### config.mk
export PLATFORM = sky130hd
export DESIGN_NAME = reorder_buffer
export DESIGN_NICKNAME = d
export VERILOG_FILES = /design/src/rtl/lc3b_types.sv /design/src/rtl/rob_ptr.sv /design/src/rtl/reorder_buffer.sv
export SDC_FILE = /design/constraint.sdc
export NUM_CORES = 1
export LEC_CHECK = 0
export ABC_AREA = 1
export ABC_CLOCK_PERIOD_IN_PS = 5480
export BUFFER_PORTS_ARGS = -buffer_cell sky130_fd_sc_hd__buf_2
export CORE_UTILIZATION = 47
export DETAILED_ROUTE_END_ITERATION = 6
export GPL_TIMING_DRIVEN = 0
export SLEW_MARGIN = 0
export SYNTH_ARGS = -nofsm -noshare
export SYNTH_HDL_FRONTEND = slang
export SYNTH_SLANG_ARGS = --single-unit
### constraint.sdc
create_clock -name clk -period 5.48 [get_ports clk]
set_input_delay 0 -clock clk [delete_from_list [all_inputs] [get_ports clk]]
set_output_delay 0 -clock clk [all_outputs]
set_load 0.005 [all_outputs]
### src/rtl/lc3b_types.sv
// rtl/lc3b_types.sv - shared LC-3b types and the reorder buffer entry layout
package lc3b_types;

   localparam int rob_tag_width = 3;

   typedef logic [15:0]              lc3b_word;
   typedef logic [2:0]               lc3b_reg;
   typedef logic [rob_tag_width-1:0] lc3b_rob_addr;

   typedef enum logic [3:0] {
      op_br   = 4'b0000,
      op_add  = 4'b0001,
      op_ldb  = 4'b0010,
      op_stb  = 4'b0011,
      op_jsr  = 4'b0100,
      op_and  = 4'b0101,
      op_ldr  = 4'b0110,
      op_str  = 4'b0111,
      op_rti  = 4'b1000,
      op_not  = 4'b1001,
      op_ldi  = 4'b1010,
      op_sti  = 4'b1011,
      op_jmp  = 4'b1100,
      op_shf  = 4'b1101,
      op_lea  = 4'b1110,
      op_trap = 4'b1111
   } lc3b_opcode;

   // Bookkeeping half of an entry; the result value lives in a separate
   // data_width-wide array so the value width can be parameterised.
   typedef struct packed {
      logic       occupied;
      logic       ready;
      lc3b_opcode opcode;
      lc3b_reg    dest;
      logic       predict;
   } rob_entry;

endpackage

### src/rtl/rob_ptr.sv
// rtl/rob_ptr.sv - modulo-depth circular buffer pointer
module rob_ptr #(
   parameter int width = 3
) (
   input  logic             clk,
   input  logic             rst_n,
   input  logic             clear,
   input  logic             inc,
   output logic [width-1:0] ptr
);

   // Depth is a power of two, so natural overflow gives the wrap to zero.
   always_ff @(posedge clk or negedge rst_n) begin
      if (!rst_n) begin
         ptr <= '0;
      end else if (clear) begin
         ptr <= '0;
      end else if (inc) begin
         ptr <= ptr + 1'b1;
      end
   end

endmodule

### src/rtl/reorder_buffer.sv
// rtl/reorder_buffer.sv - in-order commit reorder buffer; ROB_FWD_EN adds operand lookup ports
module reorder_buffer
   import lc3b_types::*;
#(
   parameter int data_width = 16,
   parameter int tag_width  = 3
) (
   input  logic                  clk,
   input  logic                  rst_n,
   // dispatch
   input  logic                  alloc_req,
   input  lc3b_opcode            alloc_opcode,
   input  lc3b_reg               alloc_dest,
   input  logic                  alloc_predict,
   output logic [tag_width-1:0]  alloc_addr,
   output logic                  full,
   // common data bus
   input  logic                  cdb_valid,
   input  logic [tag_width-1:0]  cdb_tag,
   input  logic [data_width-1:0] cdb_value,
   // commit
   output logic                  head_valid,
   output lc3b_opcode            head_opcode,
   output lc3b_reg               head_dest,
   output logic [data_width-1:0] head_value,
   output logic                  head_predict,
   output logic [tag_width-1:0]  head_addr,
   output logic                  empty,
   input  logic                  RE,
   // control
   input  logic                  flush
`ifdef ROB_FWD_EN
   ,
   input  logic [tag_width-1:0]  rd_tag_a,
   input  logic [tag_width-1:0]  rd_tag_b,
   output logic [data_width-1:0] rd_value_a,
   output logic [data_width-1:0] rd_value_b,
   output logic                  rd_ready_a,
   output logic                  rd_ready_b
`endif
);

   localparam int depth = 2**tag_width;

   rob_entry              ent [depth];
   logic [data_width-1:0] val [depth];
   logic [tag_width:0]    count;
   logic [tag_width-1:0]  head;
   logic [tag_width-1:0]  tail;
   logic                  do_alloc;
   logic                  do_pop;
   logic                  do_cdb;

   assign empty      = (count == '0);
   assign full       = (count == (tag_width+1)'(depth));
   assign alloc_addr = tail;
   assign head_addr  = head;

   // Qualify the three update sources; flush discards them all, and a
   // CDB result aimed at the entry being popped is dropped.
   always_comb begin
      do_alloc = alloc_req && !full && !flush;
      do_pop   = RE && !empty && !flush;
      do_cdb   = cdb_valid && ent[cdb_tag].occupied && !flush
                 && !(do_pop && (cdb_tag == head));
   end

   rob_ptr #(.width(tag_width)) u_head_ptr (
      .clk   (clk),
      .rst_n (rst_n),
      .clear (flush),
      .inc   (do_pop),
      .ptr   (head)
   );

   rob_ptr #(.width(tag_width)) u_tail_ptr (
      .clk   (clk),
      .rst_n (rst_n),
      .clear (flush),
      .inc   (do_alloc),
      .ptr   (tail)
   );

   // Occupancy counter; simultaneous allocate and pop cancel out.
   always_ff @(posedge clk or negedge rst_n) begin
      if (!rst_n) begin
         count <= '0;
      end else if (flush) begin
         count <= '0;
      end else if (do_alloc && !do_pop) begin
         count <= count + 1'b1;
      end else if (!do_alloc && do_pop) begin
         count <= count - 1'b1;
      end
   end

   // Entry storage: allocate at tail, CDB result capture, release at head.
   always_ff @(posedge clk or negedge rst_n) begin
      if (!rst_n) begin
         for (int i = 0; i < depth; i++) begin
            ent[i] <= '0;
            val[i] <= '0;
         end
      end else if (flush) begin
         for (int i = 0; i < depth; i++) begin
            ent[i] <= '0;
            val[i] <= '0;
         end
      end else begin
         for (int i = 0; i < depth; i++) begin
            if (do_alloc && (tail == tag_width'(i))) begin
               ent[i].occupied <= 1'b1;
               ent[i].ready    <= 1'b0;
               ent[i].opcode   <= alloc_opcode;
               ent[i].dest     <= alloc_dest;
               ent[i].predict  <= alloc_predict;
               val[i]          <= '0;
            end
            if (do_cdb && (cdb_tag == tag_width'(i))) begin
               ent[i].ready <= 1'b1;
               val[i]       <= cdb_value;
            end
            if (do_pop && (head == tag_width'(i))) begin
               ent[i].occupied <= 1'b0;
               ent[i].ready    <= 1'b0;
            end
         end
      end
   end

   // Commit view is a plain read of the head slot.
   always_comb begin
      head_valid   = !empty && ent[head].ready;
      head_opcode  = ent[head].opcode;
      head_dest    = ent[head].dest;
      head_value   = val[head];
      head_predict = ent[head].predict;
   end

`ifdef ROB_FWD_EN
   // Operand lookup with same-cycle bypass from the CDB onto occupied entries.
   always_comb begin
      rd_value_a = val[rd_tag_a];
      rd_ready_a = ent[rd_tag_a].occupied && ent[rd_tag_a].ready;
      if (cdb_valid && (cdb_tag == rd_tag_a) && ent[rd_tag_a].occupied) begin
         rd_value_a = cdb_value;
         rd_ready_a = 1'b1;
      end
      rd_value_b = val[rd_tag_b];
      rd_ready_b = ent[rd_tag_b].occupied && ent[rd_tag_b].ready;
      if (cdb_valid && (cdb_tag == rd_tag_b) && ent[rd_tag_b].occupied) begin
         rd_value_b = cdb_value;
         rd_ready_b = 1'b1;
      end
   end
`endif

endmodule

==> metrics.md <==
| Metric | Value |
|---|---|
| Syn Inst Count | `1408` |
| Fin. max-slew vios | `0` |
| R2R cell count | `7` |
| Avg WL per Cell | `21.4 um` |
| Crit Path Max Fanout | `10` |
| Pin count of the biggest net entering global routing | `116` |
| Hold Path Depth | `5` |
| Area after DPL | `between 10000 and 15000 um^2` |
| Root Buffer | `clkbuf_16` |
| Crit path time final | `approximately 2.9 ns` |
| Worst hold path class | `input port to flop` |
| Setup crit end kind | `output pin` |
| IO Pins | `66` |
| Tcrit/Tclk final | `about 53%` |
| Drc violations | `0` |
| Max Buffers Root-to-Sink | `3` |
| Syn avg cell area | `8.11 um^2` |
| Port Buf Inserts | `47` |
| Via density per instance | `5.82` |
| Most common cell after layout, fill and taps aside | `nand2_1` |
| Grt ovf | `0` |
| Hold EP | `val[84]$_DFFE_PN0P_` |
| Hold_sp | `cdb_tag[1]` |
| Final nets | `approximately 1600` |
| Status | `finished clean` |
| Worst-Skew Late Latency | `around 0.53 ns` |
| Initial Util | `~48%` |
| Rows | `56` |
| Max rail drop VDD | `around 0.24 mV` |
| Final hold vios | `0` |
| Reg clk slew, reported paths | `0.06 ns` |
| CTS buffer count | `25` |
| Syn nets | `around 1500` |
| Post-route cell area | `approximately 13000 um^2` |
| RR Startpoint | `u_head_ptr.ptr[0]$_DFFE_PN0P_` |
| Setup Total Neg Slack | `0 ns` |
| CTS tree | `built` |
| P_leak | `roughly 6.6 nW` |
| Measured slew at the worst slew-check pin | `0.993 ns` |
| Max-cap violations | `0` |
| Die ar. | `about 25000 um^2` |
| Slew headroom | `about a third` |
| Layout cells sized above 1 | `12.4%` |
| Pwr dens | `~350 nW/um^2` |
| DR vias | `roughly 11000` |
| Core footprint | `about 24000 um^2` |
| Skew final | `around 0.008 ns` |
| Inserted Diodes | `0` |
| Worst r2r dst | `ent[78]$_DFFE_PN0P_` |
| Gpl congestion | `approximately 0.90` |
| Synthesized flop and latch total | `218` |
| DRT antenna net count | `0` |
| DRC violation total after the first TritonRoute iteration | `roughly 1000` |
| Vias in the first global route | `just over 10000` |
| H-Tree Depth | `1` |
| Post-CTS setup buffer count | `0` |
| Share of async-settable or async-resettable flops after synthesis | `100%` |
| Seq/Total Area, Yosys | `47.8%` |
| Setup crit start kind | `flop` |
| Die Width | `158 um` |
| WL final | `just under 40000 um` |
| Main synth FF type | `dfrtp_1` |
| Post-synth EDFFs | `0` |
| Required @ worst endpoint | `5.48 ns` |
| RSZ-0062 raised after global routing | `no` |
| Synth unique cells | `30` |
| Syn-to-layout area delta | `15.3%` |
| CP Data Arrival Time | `between 2 and 3 ns` |
| Commonest cells after routing, fill and taps aside | `nand2_1, dfrtp_1, o21ai_0` |
| Mapped Area | `between 10000 and 15000 um^2` |
| Reg2reg setup slack | `between 2 and 3 ns` |
| Clock sink count | `218` |
| Dpl hpwl | `27800 um` |
| Die Span Y | `between 150 and 200 um` |
| Initial antenna violation count | `0` |
| Synth warn | `0` |
| Crit Path Class | `flop to output pin` |
| Pre-antenna DRT Iters | `6` |
| Max frequency | `341 MHz` |
| First-pass GRT wire length | `a little over 60000 um` |
| Final Setup Violations | `0` |
| GRT Overall Usage | `between 30% and 40%` |
-- layer usage --
layer | wire length [um] | up-vias | part of all wire, % | track usage [%]
met2 | 18200 | 469 | 46 | 52.5
li1 | - | 5032 | - | -
met3 | 2850 | 102 | 7.2 | 4.24
met4 | 1860 | 0 | 4.7 | 14.7
met1 | 16700 | 5154 | 42 | 43.9
met5 | 0 | - | 0 | 0
-- where the power goes --
part | internal, mW | leakage, nW | switching, mW
clock network | 0.911 | 0.381 | 0.683
registers | 1.67 | 3.00 | 0.0421
logic | 0.400 | 3.25 | 0.917
total | 2.98 | 6.63 | 1.64
-- final cells by class --
type                            count  area (um^2)
Timing Repair Buffer               80          593
Fill cell                        2298        10500
Sequential cell                   218         5460
Tap cell                          319          399
Inverter                           73          274
Clock inverter                      6         30.0
Buffer                            120          714
Clock buffer                       36          727
Multi-Input combinational cell    997         4970
-- cells by family (layout without fill, tap and decap cells) --
group	Yosys count	count (layout)	share of synthesized area, %
fa+ha+maj	15	15	1.71
flops	218	218	47.8
xor+xnor	3	3	0.230
compound gates	260	260	12.1
buf+inv	193	315	8.66
simple gates	719	719	29.5
-- cell usage after synthesis (3+ instances only) --
cell type | number | area, um^2
a21boi_0 | 3 | 22.5
a21oi_1 | 47 | 235
a31oi_1 | 9 | 56.3
buf_1 | 5 | 18.8
buf_2 | 43 | 215
buf_4 | 7 | 52.6
buf_6 | 23 | 259
clkbuf_1 | 41 | 154
dfrtp_1 | 218 | 5460
ha_1 | 14 | 175
inv_1 | 65 | 244
inv_2 | 7 | 26.3
nand2_1 | 333 | 1250
nand2_2 | 6 | 37.5
nand3_1 | 140 | 701
nand3_4 | 8 | 140
nand4_1 | 128 | 801
nor2_1 | 95 | 357
nor2_2 | 5 | 31.3
o21ai_0 | 155 | 776
o22ai_1 | 45 | 282
-- state kept, by name, summed over array words and instances, names as in the netlist --
name,flops
ent,80
u_tail_ptr.ptr,3
count,4
val,128
u_head_ptr.ptr,3
-- metrics by stage --
step                      instances  setup WS [ns]  hold WS, ns  power (mW)  utilization [%]
after floorplan                1408           3.39       -0.296        2.49                -
after global placement         1774          0.353        0.356        3.00             51.0
after detailed placement       1775           3.02        0.108        3.01             51.2
after CTS                      1849           2.57       0.0135        4.61             55.7
after global routing           1849           2.38       0.0462        4.81             55.7
final                          1849           2.55       0.0201        4.62             55.7
-- worst max-delay path: stages (launching register included) --
cell      delay, ns
dfrtp_1        0.50
inv_1          0.21
clkbuf_1       0.44
clkbuf_1       0.50
o21ai_0        0.15
o22ai_1        0.25
nand2_1        0.10
nand2_1        0.12
buf_2          0.13
-- timing repair --
action | CTS | global route
endpoints found under the hold margin | 262 | 0
resized for setup | 0 | 0
hold buffers | 32 | 0
-- worst max-delay path by stage --
stage                            to  slack, ns  depth (start not counted)                          start
3_3_place_gp    val[55]$_DFFE_PN0P_       0.35                          1                          rst_n
4_1_cts              head_value[15]       2.57                          8  u_head_ptr.ptr[0]$_DFFE_PN0P_
6_report             head_value[15]       2.55                          8  u_head_ptr.ptr[0]$_DFFE_PN0P_
2_1_floorplan  count[3]$_DFFE_PN0P_       3.39                         13           count[1]$_DFFE_PN0P_
5_1_grt               head_value[5]       2.38                          8  u_head_ptr.ptr[0]$_DFFE_PN0P_
3_5_place_dp    ent[78]$_DFFE_PN0P_       3.02                          7  u_head_ptr.ptr[0]$_DFFE_PN0P_
No activity file was read; power rests on OpenSTA's default activity.
